===== src/rtl/kcpsm6_irq_ctrl_if.sv =====
// KCPSM6 port bus and interrupt handshake, as seen by the interrupt controller.
// The master side is the processor; the slave side is the controller.
interface kcpsm6_irq_ctrl_if;
    logic [7:0] port_id;
    logic [7:0] out_port;
    logic       write_strobe;
    logic       read_strobe;
    logic       interrupt_ack;
    logic       interrupt;
    logic [7:0] in_port_irq;

    modport master (
        output port_id, out_port, write_strobe, read_strobe, interrupt_ack,
        input  interrupt, in_port_irq
    );

    modport slave (
        input  port_id, out_port, write_strobe, read_strobe, interrupt_ack,
        output interrupt, in_port_irq
    );
endinterface


===== src/rtl/kcpsm6_irq_ctrl.sv =====
// Shares the single KCPSM6 interrupt input among N_SRC edge-triggered requesters.
// Source 0 has the highest priority, and a served source must be cleared by software.
module kcpsm6_irq_ctrl #(
    parameter int         N_SRC     = 4,
    parameter logic [7:0] PORT_PEND = 8'h10,
    parameter logic [7:0] PORT_MASK = 8'h11,
    parameter logic [7:0] PORT_VEC  = 8'h12
) (
    input  logic               clk,
    input  logic               reset,
    input  logic [N_SRC-1:0]   irq_src,
    kcpsm6_irq_ctrl_if.slave   bus,
    output logic               irq_busy
);

    typedef enum logic [1:0] {IDLE, ASSERT, SERVICE} state_t;

    state_t           state_q, state_d;
    logic [N_SRC-1:0] src_q, pending_q, mask_q;
    logic [N_SRC-1:0] set_v, clr_v, active;
    logic [2:0]       cur_id_q, sel_id;
    logic             int_q;
    logic [7:0]       rdata_q, rdata_d;
    logic [7:0]       pend_ext, mask_ext, active_ext;
    logic             pend_wr, mask_wr;

    assign pend_wr = bus.write_strobe && (bus.port_id == PORT_PEND);
    assign mask_wr = bus.write_strobe && (bus.port_id == PORT_MASK);
    assign set_v   = irq_src & ~src_q;
    assign clr_v   = pend_wr ? bus.out_port[N_SRC-1:0] : '0;
    assign active  = pending_q & mask_q;

    // src_q resets high so a source already asserted during reset is not seen as an edge.
    always_ff @(posedge clk or posedge reset) begin
        if (reset) begin
            src_q     <= '1;
            pending_q <= '0;
            mask_q    <= '0;
        end else begin
            src_q     <= irq_src;
            pending_q <= set_v | (pending_q & ~clr_v);
            if (mask_wr)
                mask_q <= bus.out_port[N_SRC-1:0];
        end
    end

    // The vectors are widened to 8 bits so that cur_id can index them and they can feed the read mux.
    always_comb begin
        pend_ext   = '0;
        mask_ext   = '0;
        active_ext = '0;
        pend_ext[N_SRC-1:0]   = pending_q;
        mask_ext[N_SRC-1:0]   = mask_q;
        active_ext[N_SRC-1:0] = active;
        sel_id = '0;
        for (int i = N_SRC - 1; i >= 0; i--) begin
            if (active[i])
                sel_id = 3'(i);
        end
    end

    always_comb begin
        state_d = state_q;
        case (state_q)
            IDLE: begin
                if (|active)
                    state_d = ASSERT;
            end
            ASSERT: begin
                if (bus.interrupt_ack)
                    state_d = SERVICE;
                else if (!active_ext[cur_id_q])
                    state_d = IDLE;
            end
            SERVICE: begin
                if (!pend_ext[cur_id_q])
                    state_d = IDLE;
            end
            default: state_d = IDLE;
        endcase
    end

    always_ff @(posedge clk or posedge reset) begin
        if (reset) begin
            state_q  <= IDLE;
            int_q    <= 1'b0;
            cur_id_q <= '0;
        end else begin
            state_q <= state_d;
            int_q   <= (state_d == ASSERT);
            if (state_q == IDLE && |active)
                cur_id_q <= sel_id;
        end
    end

    always_comb begin
        rdata_d = '0;
        case (bus.port_id)
            PORT_PEND: rdata_d = pend_ext;
            PORT_MASK: rdata_d = mask_ext;
            PORT_VEC:  rdata_d = {(state_q == SERVICE), 4'b0000, cur_id_q};
            default:   rdata_d = '0;
        endcase
    end

    always_ff @(posedge clk or posedge reset) begin
        if (reset)
            rdata_q <= '0;
        else
            rdata_q <= rdata_d;
    end

    assign bus.interrupt   = int_q;
    assign bus.in_port_irq = rdata_q;
    assign irq_busy        = (state_q != IDLE);

endmodule


===== src/flat_wrapper.sv =====
// flat-port wrapper written by rule: the top's interface ports become plain ports
module kcpsm6_irq_ctrl_flat 
#(
    parameter int         N_SRC     = 4,
    parameter logic [7:0] PORT_PEND = 8'h10,
    parameter logic [7:0] PORT_MASK = 8'h11,
    parameter logic [7:0] PORT_VEC  = 8'h12
)
  (clk, reset, irq_src, irq_busy, bus_port_id, bus_out_port, bus_write_strobe, bus_read_strobe, bus_interrupt_ack, bus_interrupt, bus_in_port_irq);
  kcpsm6_irq_ctrl_if bus_i ();
  input  logic clk;
  input  logic reset;
  input  logic [N_SRC-1:0] irq_src;
  output logic irq_busy;
  input wire logic [$bits(bus_i.port_id)-1:0] bus_port_id;
  input wire logic [$bits(bus_i.out_port)-1:0] bus_out_port;
  input wire logic [$bits(bus_i.write_strobe)-1:0] bus_write_strobe;
  input wire logic [$bits(bus_i.read_strobe)-1:0] bus_read_strobe;
  input wire logic [$bits(bus_i.interrupt_ack)-1:0] bus_interrupt_ack;
  output wire logic [$bits(bus_i.interrupt)-1:0] bus_interrupt;
  output wire logic [$bits(bus_i.in_port_irq)-1:0] bus_in_port_irq;
  assign bus_i.port_id = bus_port_id;
  assign bus_i.out_port = bus_out_port;
  assign bus_i.write_strobe = bus_write_strobe;
  assign bus_i.read_strobe = bus_read_strobe;
  assign bus_i.interrupt_ack = bus_interrupt_ack;
  assign bus_interrupt = bus_i.interrupt;
  assign bus_in_port_irq = bus_i.in_port_irq;
  kcpsm6_irq_ctrl #(.N_SRC(N_SRC), .PORT_PEND(PORT_PEND), .PORT_MASK(PORT_MASK), .PORT_VEC(PORT_VEC)) u_core (.clk(clk), .reset(reset), .irq_src(irq_src), .bus(bus_i), .irq_busy(irq_busy));
endmodule

===== config.mk =====
export PLATFORM = sky130hd
export DESIGN_NAME = kcpsm6_irq_ctrl_flat
export DESIGN_NICKNAME = d
export VERILOG_FILES = /design/src/rtl/kcpsm6_irq_ctrl_if.sv /design/src/rtl/kcpsm6_irq_ctrl.sv /design/src/flat_wrapper.sv
export SDC_FILE = /design/constraint.sdc
export NUM_CORES = 1
export LEC_CHECK = 0
export CAP_MARGIN = 10
export CORE_ASPECT_RATIO = 1.2
export CORE_MARGIN = 2
export CORE_UTILIZATION = 30
export CTS_BUF_LIST = sky130_fd_sc_hd__clkbuf_16
export DETAILED_ROUTE_END_ITERATION = 7
export HOLD_SLACK_MARGIN = 0.05
export MAX_ROUTING_LAYER = met4
export PLACE_DENSITY = 0.68
export SLEW_MARGIN = 5
export SYNTH_ARGS = -nofsm -noshare
export SYNTH_HDL_FRONTEND = slang
export SYNTH_SLANG_ARGS = --single-unit

===== constraint.sdc =====
create_clock -name clk -period 1.4 [get_ports clk]
set_input_delay 0.21 -clock clk [delete_from_list [all_inputs] [get_ports clk]]
set_output_delay 0.21 -clock clk [all_outputs]
set_load 0.005 [all_outputs]

==> flow_metrics.env <==
export IMPL_status="finished clean"
export IMPL_synth_top_cell_area_share_pct=44.6
export IMPL_stdcell_area_um2=1470
export IMPL_worst_r2r_endpoint="u_core.cur_id_q[0]"
export IMPL_rows=23
export IMPL_combined_area_of_all_synthesized_cells_um2=1010
export IMPL_globalRouteTotalUtil_pct=11.8
export IMPL_timing_final_hold_violations=0
export IMPL_ys_dominant_reg_cell="dfrtp_1"
export IMPL_instances_no_fill=165
export IMPL_total_power_mw=1.73
export IMPL_remaining_drc_errors=0
export IMPL_cts_bufs_inserted=3
export IMPL_placed_instance_count=159
export IMPL_place_area_um2=1360
export IMPL_timing_fmax_ghz=0.761
export IMPL_crit_path_end_kind="register"
export IMPL_detailedRoute_firstPassIterationCount=4
export IMPL_synth_sequential_area_ratio_pct=55.0
export IMPL_max_cap_violations=0
export IMPL_top_layer="met4"
export IMPL_power_per_cell_area_nw_per_um2=1180
export IMPL_maximum_number_of_pins_on_one_net_before_global_route_repair=23
export IMPL_number_of_antenna_violations_at_the_first_check_in_global_routing=0
export IMPL_core_area_um2=3280
export IMPL_detail_route_wirelength_um=1970
export IMPL_tritoncts_num_sinks=22
export IMPL_comb_power_share_pct=21.6
export IMPL_share_seq_of_total_power_pct=44.3
export IMPL_vias=790
export IMPL_relative_area_change_from_synthesis_to_final_layout_pct=45.3
export IMPL_drt_first_iter_violations=8
export IMPL_finalMaxSlewViolations=0
export IMPL_final_critical_path_setup_slack_ns=0.0867
export IMPL_synth_enable_flop_cells=0
export IMPL_worstSetupPathType="in2reg"
export IMPL_maximum_buffer_depth_of_the_clock_tree=2
export IMPL_synth_top_cell_by_area="dfrtp_1"
export IMPL_netlist_instances=90
export IMPL_synth_most_common_cell="dfrtp_1"
export IMPL_timing_rr_start="u_core.pending_q[0]"
export IMPL_power_share_switching_pct=23.9
export IMPL_start_util_pct=30.8
export IMPL_startpoint_type="input port"
export IMPL_yosys_warnings=0
export IMPL_asyncSetResetFlopFracSynth_pct=100
export IMPL_power_switching_mw=0.413
export IMPL_p_leak_nw=0.675
export IMPL_worst_setup_hold_path_clk_slew_ns=0.06
export IMPL_cts_htree_levels=1
export IMPL_root_buffer="clkbuf_16"
export IMPL_ys_seq_elements=22
export IMPL_worst_hold_path_type="in2async"
export IMPL_worstPathRequired_ns=1.54
export IMPL_detail_route_wirelength_met1_um=789
export IMPL_clock_skew_ns=0.00165
export IMPL_netlist_cell_type_count=26
export IMPL_routed_wl_met2_um=1060
export IMPL_dp_hpwl_um=1570
export IMPL_synthTopCellsByCount="dfrtp_1 (18), nand2_1 (10), nor2_1 (8)"
export IMPL_post_route_cells_drive_above_1_share_pct=20.3
export IMPL_port_buffers=26
export IMPL_grt_pass1_wl_um=3440
export IMPL_worstSkewPairLatency_ns=0.25
export IMPL_routabilityCongestion=0.792
export IMPL_clockPowerShare_pct=34.1
export IMPL_min_period_over_period_pct=93.8
export IMPL_synthesized_area_per_cell_um2=11.2
export IMPL_grt_setup_unrepaired="no"
export IMPL_tritoncts="yes"
export IMPL_fp_dieArea_um2=3850
export IMPL_timing_critical_path_from="bus_port_id[1]"
export IMPL_avgViaCountPerCell=4.79
export IMPL_finalWorstPathRequiredPeriod_ns=1.31
export IMPL_die_width_um=57.0
export IMPL_crit_fanout=4
export IMPL_global_route_overflow_total=0
export IMPL_cell_internal_pwr_mw=1.31
export IMPL_detailroute_wirelength_met3_um=83
export IMPL_rrSetupSlack_ns=0.12
export IMPL_yosys_top_cells_area="dfrtp_1 (45%), dfstp_2 (10%), mux2_2 (5.6%), mux2i_1 (4.0%), nand2_1 (3.7%)"
export IMPL_io_pins=35
export IMPL_worstRegToRegCells=4
export IMPL_drt_wirelength_per_cell_um=11.9
export IMPL_report_final_setup_viol=0
export IMPL_drt_antenna_violating_nets=0
export IMPL_worst_endpoint_arrival_ns=1.45
export IMPL_nNetsFinal=154
export IMPL_worst_setup_slack_post_dpl_ns=-0.268
export IMPL_antenna_diode_count=0
export IMPL_ir_drop_v=0.000557
export IMPL_dieHeight_um=67.6
export IMPL_vias_in_the_first_global_route=812
## worst max-delay path: stages
cell and delay [ns]:
clkdlybuf4s50_1 0.42, and2b_1 0.22, nand4_1 0.23, mux2_4 0.36
## sequential cells by signal (all words and copies together) (netlist names)
| signal | cells |
|---|---|
| u_core.bus.in_port_irq | 5 |
| u_core.bus.interrupt | 1 |
| u_core.pending_q | 4 |
| u_core.mask_q | 4 |
| u_core.src_q | 4 |
| u_core.state_q | 2 |
| u_core.cur_id_q | 2 |
## cells in the final DEF, fill, tap and decap left out, types with 2 or more instances in the layout
master	count
a21oi_1	4
nand3_1	3
nand2_1	10
nor2_1	6
clkbuf_16	3
conb_1	3
nor3_1	2
mux2i_1	4
clkdlybuf4s50_1	21
mux2_2	4
dfrtp_1	18
o21ai_0	2
nand2b_1	4
nor2b_1	5
nor2_2	2
dlymetal6s2s_1	4
dfstp_2	4
inv_1	2
buf_4	10
a41oi_1	4
## through the flow
stage / utilization [%] / hold slack [ns] / TNS (ns)
2_1_floorplan: - / 0.196 / 0
3_3_place_gp: 41.4 / 0.525 / -2.05
3_5_place_dp: 41.4 / 0.531 / -2.47
4_1_cts: 44.3 / 0.309 / 0
5_1_grt: 44.8 / 0.335 / 0
6_report: 44.8 / 0.291 / 0
## how the worst max path moves through the flow
stage / endpoint / depth (start not counted)
global placement: u_core.pending_q[1] / 5
CTS: u_core.pending_q[1] / 5
floorplan: u_core.cur_id_q[0] / 4
detailed placement: u_core.mask_q[0] / 4
finish: u_core.mask_q[1] / 4
global route: u_core.mask_q[1] / 4
## repair_timing
action                     4_1_cts  5_1_grt
buffers inserted                 2        0
hold buffers                     0        0
gates resized for setup          2        7
setup endpoints to repair        2        9
pin swaps                        2        2
gates cloned                     0        0
## logic make-up after synthesis
group	Yosys count	share of synthesized area, %
AND/OR/NAND/NOR	37	20.2
AO/OA/AOI/OAI	14	9.28
other	1	0.371
flip-flops	22	55.0
buffers and inverters	6	3.46
multiplexers	10	11.8
## layer usage
layer | up-vias | global-route usage (%)
met4 | 0 | 6.10
met2 | 17 | 21.8
met3 | 4 | 2.30
li1 | 390 | -
met5 | - | -
met1 | 379 | 11.8
## power groups by stage
| stage | clock network [mW] | logic, mW | registers, mW |
|---|---|---|---|
| detailed placement | 0 | 0.337 | 0.781 |
| floorplan | 0 | 0.155 | 0.766 |
| finish | 0.588 | 0.374 | 0.765 |
| global placement | 0 | 0.328 | 0.779 |
| global route | 0.637 | 0.416 | 0.775 |
| CTS | 0.606 | 0.380 | 0.765 |
## final cells by class
cell class	count	area, um2
Clock inverter	1	3.75
Inverter	2	7.51
Fill cell	327	1810
Sequential cell	22	556
Clock buffer	3	75.1
Tap cell	37	46.3
Timing Repair Buffer	36	344
Multi-Input combinational cell	64	437
No activity file was read; power rests on OpenSTA's default activity.
